==> config.mk <==
export PLATFORM = sky130hd
export DESIGN_NAME = gpu_mac_pipe
export DESIGN_NICKNAME = d
export VERILOG_FILES = /design/src/rtl/gpu_mac_pkg.sv /design/src/rtl/gpu_mac_mul16.sv /design/src/rtl/gpu_mac_pipe.sv
export SDC_FILE = /design/constraint.sdc
export NUM_CORES = 1
export LEC_CHECK = 0
export ABC_AREA = 1
export CAP_MARGIN = 20
export CORE_AREA = 8 8 256 258
export DETAILED_ROUTE_END_ITERATION = 6
export DIE_AREA = 0 0 264 266
export DONT_BUFFER_PORTS = 1
export SETUP_SLACK_MARGIN = 0.1
export SKIP_LAST_GASP = 1
export SLEW_MARGIN = 0
export SYNTH_ARGS = -nofsm -noshare
export SYNTH_HDL_FRONTEND = slang
export SYNTH_SLANG_ARGS = --single-unit
==> constraint.sdc <==
create_clock -name sys_clk -period 4.8 [get_ports sys_clk]
set_clock_uncertainty 0.05 [all_clocks]
set_input_delay 0.96 -clock sys_clk [delete_from_list [all_inputs] [get_ports sys_clk]]
set_output_delay 0.96 -clock sys_clk [all_outputs]
set_load 0.02 [all_outputs]
==> src/rtl/gpu_mac_pkg.sv <==
// Shared encodings and helpers for the GPU/DSP multiply / multiply-accumulate pipe.
package gpu_mac_pkg;

  localparam int unsigned PROD_W    = 32;
  localparam int unsigned MAX_ACC_W = 40;

  typedef enum logic [1:0] {
    MAC_OP_MULT   = 2'b00,
    MAC_OP_MAC    = 2'b01,
    MAC_OP_RESMAC = 2'b10,
    MAC_OP_CLR    = 2'b11
  } mac_op_e;

  // Set when the guard bits above bit 31 are not a plain sign extension of bit 31.
  function automatic logic guard_ovf(input logic [MAX_ACC_W-1:0] acc, input int unsigned acc_w);
    logic ovf;
    ovf = 1'b0;
    for (int unsigned i = PROD_W; i < MAX_ACC_W; i++) begin
      if (i < acc_w && acc[i] != acc[PROD_W-1]) ovf = 1'b1;
    end
    return ovf;
  endfunction

endpackage

==> src/rtl/gpu_mac_mul16.sv <==
// First pipe stage: registered 16x16 signed/unsigned multiply, product extended to ACC_W.
module gpu_mac_mul16
  import gpu_mac_pkg::*;
#(
  parameter int unsigned ACC_W = 32
) (
  input  logic             i_clk,
  input  logic             i_rst_n,
  input  logic             i_en,
  input  logic             i_valid,
  input  logic [1:0]       i_op,
  input  logic             i_signed,
  input  logic [15:0]      i_a,
  input  logic [15:0]      i_b,
  output logic             o_valid,
  output logic [1:0]       o_op,
  output logic [ACC_W-1:0] o_prod
);

  logic [PROD_W-1:0] w_prod_s;
  logic [PROD_W-1:0] w_prod_u;
  logic [ACC_W-1:0]  w_prod_ext;
  logic              r_valid;
  logic [1:0]        r_op;
  logic [ACC_W-1:0]  r_prod;

  // Low 32 bits of the sign-extended operands' product are the exact signed product.
  assign w_prod_s = {{16{i_a[15]}}, i_a} * {{16{i_b[15]}}, i_b};
  assign w_prod_u = {16'b0, i_a} * {16'b0, i_b};

  always_comb begin
    w_prod_ext = '0;
    w_prod_ext[PROD_W-1:0] = i_signed ? w_prod_s : w_prod_u;
    for (int unsigned i = PROD_W; i < ACC_W; i++) begin
      w_prod_ext[i] = i_signed & w_prod_s[PROD_W-1];
    end
  end

  always_ff @(posedge i_clk or negedge i_rst_n) begin
    if (!i_rst_n) begin
      r_valid <= 1'b0;
      r_op    <= 2'b00;
      r_prod  <= '0;
    end else if (i_en) begin
      r_valid <= i_valid;
      if (i_valid) begin
        r_op   <= i_op;
        r_prod <= w_prod_ext;
      end
    end
  end

  assign o_valid = r_valid;
  assign o_op    = r_op;
  assign o_prod  = r_prod;

endmodule

==> src/rtl/gpu_mac_pipe.sv <==
// Two-stage multiply / multiply-accumulate pipe feeding the result saturator.
module gpu_mac_pipe
  import gpu_mac_pkg::*;
#(
  parameter int unsigned ACC_W = 32
) (
  input  logic        sys_clk,
  input  logic        resetl,
  input  logic        in_valid,
  output logic        in_ready,
  input  logic [1:0]  in_op,
  input  logic        in_signed,
  input  logic [15:0] in_a,
  input  logic [15:0] in_b,
  output logic        out_valid,
  input  logic        out_ready,
  output logic [31:0] out_data,
  output logic        out_ovf,
  output logic        out_n,
  output logic        out_z,
  output logic        busy
);

  logic                 w_s1_valid;
  logic [1:0]           w_s1_op;
  logic [ACC_W-1:0]     w_s1_prod;
  logic                 r_s2_valid;
  mac_op_e              r_s2_op;
  logic [ACC_W-1:0]     r_s2_prod;
  logic [ACC_W-1:0]     r_acc;
  logic [ACC_W-1:0]     w_acc_next;
  logic [ACC_W-1:0]     w_res;
  logic [MAX_ACC_W-1:0] w_res_wide;
  logic                 w_s2_emit;
  logic                 w_stall;
  logic                 r_out_valid;
  logic [31:0]          r_out_data;
  logic                 r_out_ovf;
  logic                 r_out_n;
  logic                 r_out_z;

  assign w_s2_emit = r_s2_valid & (r_s2_op == MAC_OP_MULT || r_s2_op == MAC_OP_RESMAC);
  // Only an emitting op that would overwrite an unretired beat blocks the pipe.
  assign w_stall   = r_out_valid & ~out_ready & w_s2_emit;

  gpu_mac_mul16 #(
    .ACC_W(ACC_W)
  ) u_mul16 (
    .i_clk   (sys_clk),
    .i_rst_n (resetl),
    .i_en    (~w_stall),
    .i_valid (in_valid),
    .i_op    (in_op),
    .i_signed(in_signed),
    .i_a     (in_a),
    .i_b     (in_b),
    .o_valid (w_s1_valid),
    .o_op    (w_s1_op),
    .o_prod  (w_s1_prod)
  );

  always_ff @(posedge sys_clk or negedge resetl) begin
    if (!resetl) begin
      r_s2_valid <= 1'b0;
      r_s2_op    <= MAC_OP_MULT;
      r_s2_prod  <= '0;
    end else if (!w_stall) begin
      r_s2_valid <= w_s1_valid;
      if (w_s1_valid) begin
        r_s2_op   <= mac_op_e'(w_s1_op);
        r_s2_prod <= w_s1_prod;
      end
    end
  end

  always_comb begin
    w_acc_next = r_acc;
    unique case (r_s2_op)
      MAC_OP_MULT:   w_acc_next = r_s2_prod;
      MAC_OP_MAC:    w_acc_next = r_acc + r_s2_prod;
      MAC_OP_RESMAC: w_acc_next = r_acc;
      MAC_OP_CLR:    w_acc_next = '0;
    endcase
  end

  always_comb begin
    w_res      = (r_s2_op == MAC_OP_RESMAC) ? r_acc : r_s2_prod;
    w_res_wide = '0;
    w_res_wide[ACC_W-1:0] = w_res;
  end

  always_ff @(posedge sys_clk or negedge resetl) begin
    if (!resetl) begin
      r_acc       <= '0;
      r_out_valid <= 1'b0;
      r_out_data  <= '0;
      r_out_ovf   <= 1'b0;
      r_out_n     <= 1'b0;
      r_out_z     <= 1'b0;
    end else begin
      if (r_s2_valid && !w_stall) r_acc <= w_acc_next;
      if (w_s2_emit && !w_stall) begin
        r_out_valid <= 1'b1;
        r_out_data  <= w_res[31:0];
        r_out_ovf   <= guard_ovf(w_res_wide, ACC_W);
        r_out_n     <= w_res[31];
        r_out_z     <= (w_res[31:0] == 32'h0);
      end else if (out_ready) begin
        r_out_valid <= 1'b0;
      end
    end
  end

  assign in_ready  = ~w_stall;
  assign out_valid = r_out_valid;
  assign out_data  = r_out_data;
  assign out_ovf   = r_out_ovf;
  assign out_n     = r_out_n;
  assign out_z     = r_out_z;
  assign busy      = w_s1_valid | r_s2_valid;

endmodule

# Word-level counts from Yosys, hierarchy flattened

Index checks and enable logic that the tools add are counted.

Word-level logic and storage cells: 39
Output and inout port bits: 38
Register bits after elaboration: 137
Input port bits: 39

Mux-type cells: 5
Add/subtract/negate cells: 1
Reductions and logical operators: 10
Eq/ne operators: 3
Multipliers: 2
Bitwise operators: 7

Operators with widths:

| kind               | number |
|---|---|
| $pmux 32 s3        | 1 |
| $mul 16x16->32     | 2 |
| $mux 32            | 2 |
| $add 32x32->32     | 1 |
| $logic_not 32->1   | 1 |
| $reduce_and 2->1   | 3 |
| $eq 2x2->1 const B | 2 |
| $and 1x1->1        | 3 |
| $not 1->1          | 3 |
| $eq 2x1->1 const B | 1 |
| $logic_and 1x1->1  | 2 |
| $logic_not 2->1    | 1 |
| $mux 1             | 2 |
| $reduce_bool 2->1  | 1 |
| $logic_not 1->1    | 1 |
| $logic_or 1x1->1   | 1 |
| $or 1x1->1         | 1 |

# Longest topological paths before layout

Word-level depth: 7
Depth in mapped cells: 32
Gate-level depth less buffers: 30

# By module

A second synthesis with hierarchy kept.

Cells, all modules: 3450
Area, all modules: 24639.9 sq um

By module, submodules not included:

| module        | cells each | area each (sq um) | seq. area each (sq um) | times used |
|---|---|---|---|---|
| gpu_mac_mul16 | 2436       | 17817.1           | 875.8                  | 1 |
| gpu_mac_pipe  | 1014       | 6822.8            | 2527.4                 | 1 |

# Worst setup path before layout

No wires, ideal clock.

Path kind: in2reg
Start point: in in_a[15]
End point: reg u_mul16.r_prod[31] (netlist: u_mul16.o_prod[31])
Arrival: 6.281 ns
Buffers on the path: 2
Stages on the path: 25
Slack: -1.647 ns
Cell sequence: clkbuf_1 -> clkbuf_1 -> nand2_1 -> inv_1 -> fa_1 -> fa_1 -> fa_1 -> fa_1 -> fa_1 -> inv_1 -> fa_1 -> inv_1 -> ha_1 -> nand2_2 -> nor2_2 -> inv_1 -> nor2_2 -> and2_1 -> nand2_1 -> nand2_1 -> nand2_1 -> nand3_1 -> nand2_1 -> nand2_1 -> nand2_1

Cells in the longest elaborated chain, start to end: 2
Elaborated cells on any way between the ends: 3
Those cells by class: mul: 2; mux: 1

Ends and longest elaborated chain:

| element                           | line                                     | source |
|---|---|---|
| from (decl)                       | gpu_mac_pipe.sv:13                       | `input logic [15:0] in_a,` |
| $mul 16x16->32 (on tied branches) | gpu_mac_mul16.sv:29, gpu_mac_mul16.sv:28 |  |
| $mux 32 *                         | gpu_mac_mul16.sv:33                      | `w_prod_ext[PROD_W-1:0] = i_signed ? w_prod_s : w_prod_u;` |
| to (signal assigned)              | gpu_mac_mul16.sv:48                      | `r_prod <= w_prod_ext;` |
| to (decl)                         | gpu_mac_mul16.sv:25                      | `logic [ACC_W-1:0] r_prod;` |

Every way passes the cells marked *; elsewhere a longest branch is shown, timed or not.
A chain may end at the register's enable or synchronous reset.

# Final worst setup path

Start point: in in_b[1]
End point: reg u_mul16.r_prod[31] (netlist: u_mul16.o_prod[31])

Cells in the longest elaborated chain, start to end: 2
Elaborated cells on any way between the ends: 3
Those cells by class: mul: 2; mux: 1

Ends and longest elaborated chain:

| element                           | line                                     | source |
|---|---|---|
| from (decl)                       | gpu_mac_pipe.sv:14                       | `input logic [15:0] in_b,` |
| $mul 16x16->32 (on tied branches) | gpu_mac_mul16.sv:29, gpu_mac_mul16.sv:28 |  |
| $mux 32 *                         | gpu_mac_mul16.sv:33                      |  |

Marks and branches as above.

==> metrics.csv <==
metric,value,unit
portBuffers,0,
overflow,0,
drt_iter0_drc,1355,
synth_warnings,0,
critPathLaunchType,input port,
cts_buffer_depth,2,
violations,negative setup slack,
h-tree-depth,4,
clkLatencyLatePin,430,ps
design_area,29200,um2
cts-root-buf,clkbuf_16,
n_antenna_cell,0,
grt_usage,20.9,%
post-place-ws,-1310,ps
synth_edf_count,0,
slew_violations,0,
routed_wl,71100,um
clkSinkCount,136,
finalSetupViolCount,22,
dieWidth,264,um
holdBufCountCts,0,
slew_headroom,36.7,%
crit_path_end_kind,register,
pin_count,77,
rsz0062_at_grt,yes,
finalCritPeriodShare,117,%
maxCapViolCount,0,
numCtsBuffers,17,
rows,91,
clock.fmax,0.178,GHz
dieArea,70200,um2
synthesis.instances,3313,
globalplace.congestion,0.943,
drive_above_1_share,19.4,%
tritoncts,yes,
min_path_type,in2async,
wl_per_cell,16.5,um
dp.cells,4248,
placed_area,27600,um2
worst-setup-path-type,in2reg,
crit_slowest_cell,fa_2,
hold_viol,0,
clk_pin_slew,70,ps
worst_path_largest_cell_delay,620,ps
grt_pass1_wl,118000,um
syn_area,24300,um2
crit_fanout,16,
grt_pass1_vias,22272,
finalWorstSetupSlack,-806,ps
dpl.hpwl,59300,um
tightest_slew,949,ps
crit_family,adder cells,
ys_types,46,
period_minus_slack,5610,ps
drc,0,
grt_max_degree,137,
synth_seq_area_share,14.0,%
antenna_found_initial,0,
path_common_cell,nand2_1,
vias,21148,
die_y,266,um
crit_buf_inv,9,
status,"complete, but fails checks",
yosys_register_bits,136,
core-area,61300,um2
final_antenna_net_count,0,
cp.arrival,5880,ps
areaGrowthSynthToFinish,20.3,%
synthArstFlopShare,100,%
synthesis.nets,3902,
ys.flop_type,dfrtp_1,
nNetsFinal,4092,
stdcell_count,4306,
vias_per_cell,4.91,
firstDrtPassIters,6,
worstPathRequired,5070,ps
initial_core_util,39.7,%
fin_tns_setup,-14120,ps
synth_area_per_cell,7.34,um2
## repair_timing
item,4_1_cts,5_1_grt
pin swaps,84,103
gates cloned,1,0
gates resized for setup,127,108
endpoints found under the setup margin,23,25
setup buffers,14,11
## cell type report
class	count	area [um2]
Timing Repair inverter	1	8.76
Clock buffer	17	425
Sequential cell	136	3400
Timing Repair Buffer	280	2210
Inverter	831	3150
Fill cell	6078	32000
Clock inverter	15	175
Multi-Input combinational cell	2236	18900
Tap cell	790	988
## cells in the mapped netlist (3+ instances only)
library cell,n,area (um2)
a21o_1,4,30.0
nand3b_1,7,52.6
o21ai_0,108,541
nand2_1,826,3100
nor2_2,11,68.8
a21oi_1,168,841
buf_6,4,45.0
o21bai_1,8,60.1
nor2_4,3,33.8
mux2_1,5,56.3
xor2_1,8,70.1
buf_4,3,22.5
inv_1,820,3080
nand4_1,43,269
o211ai_1,3,22.5
nor4_1,3,18.8
a21oi_2,11,96.3
nor2_1,191,717
nand2_2,23,144
o21a_1,5,37.5
nand3_2,8,80.1
nand3_1,158,791
dfrtp_1,136,3400
inv_2,11,41.3
a31oi_1,16,100
nor3_1,18,90.1
clkbuf_1,76,285
o21ai_1,22,110
nor3_2,7,70.1
ha_1,183,2290
mux2i_1,8,80.1
buf_2,27,135
fa_1,367,7350
xnor2_1,5,43.8
## path summary, 6_finish.rpt
path | cells past startpoint | from | slack [ps] | to
max in group asynchronous | 0 | resetl | 4110 | r_s2_prod[5]$_DFFE_PN0P_
hold / removal | 0 | resetl | 180 | r_acc[1]$_DFFE_PN0P_
hold reg to reg | 2 | u_mul16.o_prod[13]$_DFFE_PN0P_ | 420 | u_mul16.o_prod[13]$_DFFE_PN0P_
min in group sys_clk | 2 | u_mul16.o_prod[13]$_DFFE_PN0P_ | 420 | u_mul16.o_prod[13]$_DFFE_PN0P_
setup reg to reg | 6 | r_s2_op[1]$_DFFE_PN0P_ | 1900 | out_z$_DFFE_PN0P_
setup / recovery | 28 | in_b[1] | -810 | u_mul16.o_prod[31]$_DFFE_PN0P_
## sequential cells by signal (all words and copies together), names as in the netlist
signal,flops
r_s2_op,2
u_mul16.o_prod,32
r_s2_prod,32
u_mul16.o_valid,1
u_mul16.o_op,2
out_valid,1
out_data,32
r_s2_valid,1
out_z,1
r_acc,32
## cell families after synthesis
group                    synth area share [%]
AND/OR/NAND/NOR                          22.6
buffers and inverters                    14.8
adder cells (fa/ha/maj)                  39.6
AO/OA/AOI/OAI                            7.76
flip-flops                               14.0
multiplexers                            0.653
XOR/XNOR                                0.468
other                                  0.0154
## routing by layer
metal | vias to the layer above | track usage, % | routed length [um]
met3 | 85 | 2.01 | 2760
met5 | - | 0 | 0
li1 | 10343 | - | -
met2 | 435 | 37.0 | 35000
met4 | 0 | 4.40 | 1380
met1 | 10285 | 27.5 | 32000
## cell usage in the layout (no fill, tap or decap), drive strengths merged, types with 43 or more instances in the layout
| cell type | n |
|---|---|
| nand2 | 850 |
| inv | 843 |
| fa | 367 |
| buf | 280 |
| nor2 | 206 |
| ha | 183 |
| a21oi | 179 |
| nand3 | 166 |
| dfrtp | 136 |
| o21ai | 132 |
| nand4 | 43 |
## metrics by stage
| stage | hold slack, ps | utilization, % |
|---|---|---|
| 6_report | 175 | 47.7 |
| 5_1_grt | 154 | 47.7 |
| 4_1_cts | 154 | 47.0 |
| 3_5_place_dp | 421 | 45.0 |
| 3_3_place_gp | 412 | 45.0 |
| 2_1_floorplan | 392 | - |
Power is not shown: default switching activity piles up to over one toggle a cycle in this logic, so the estimate is an artifact.
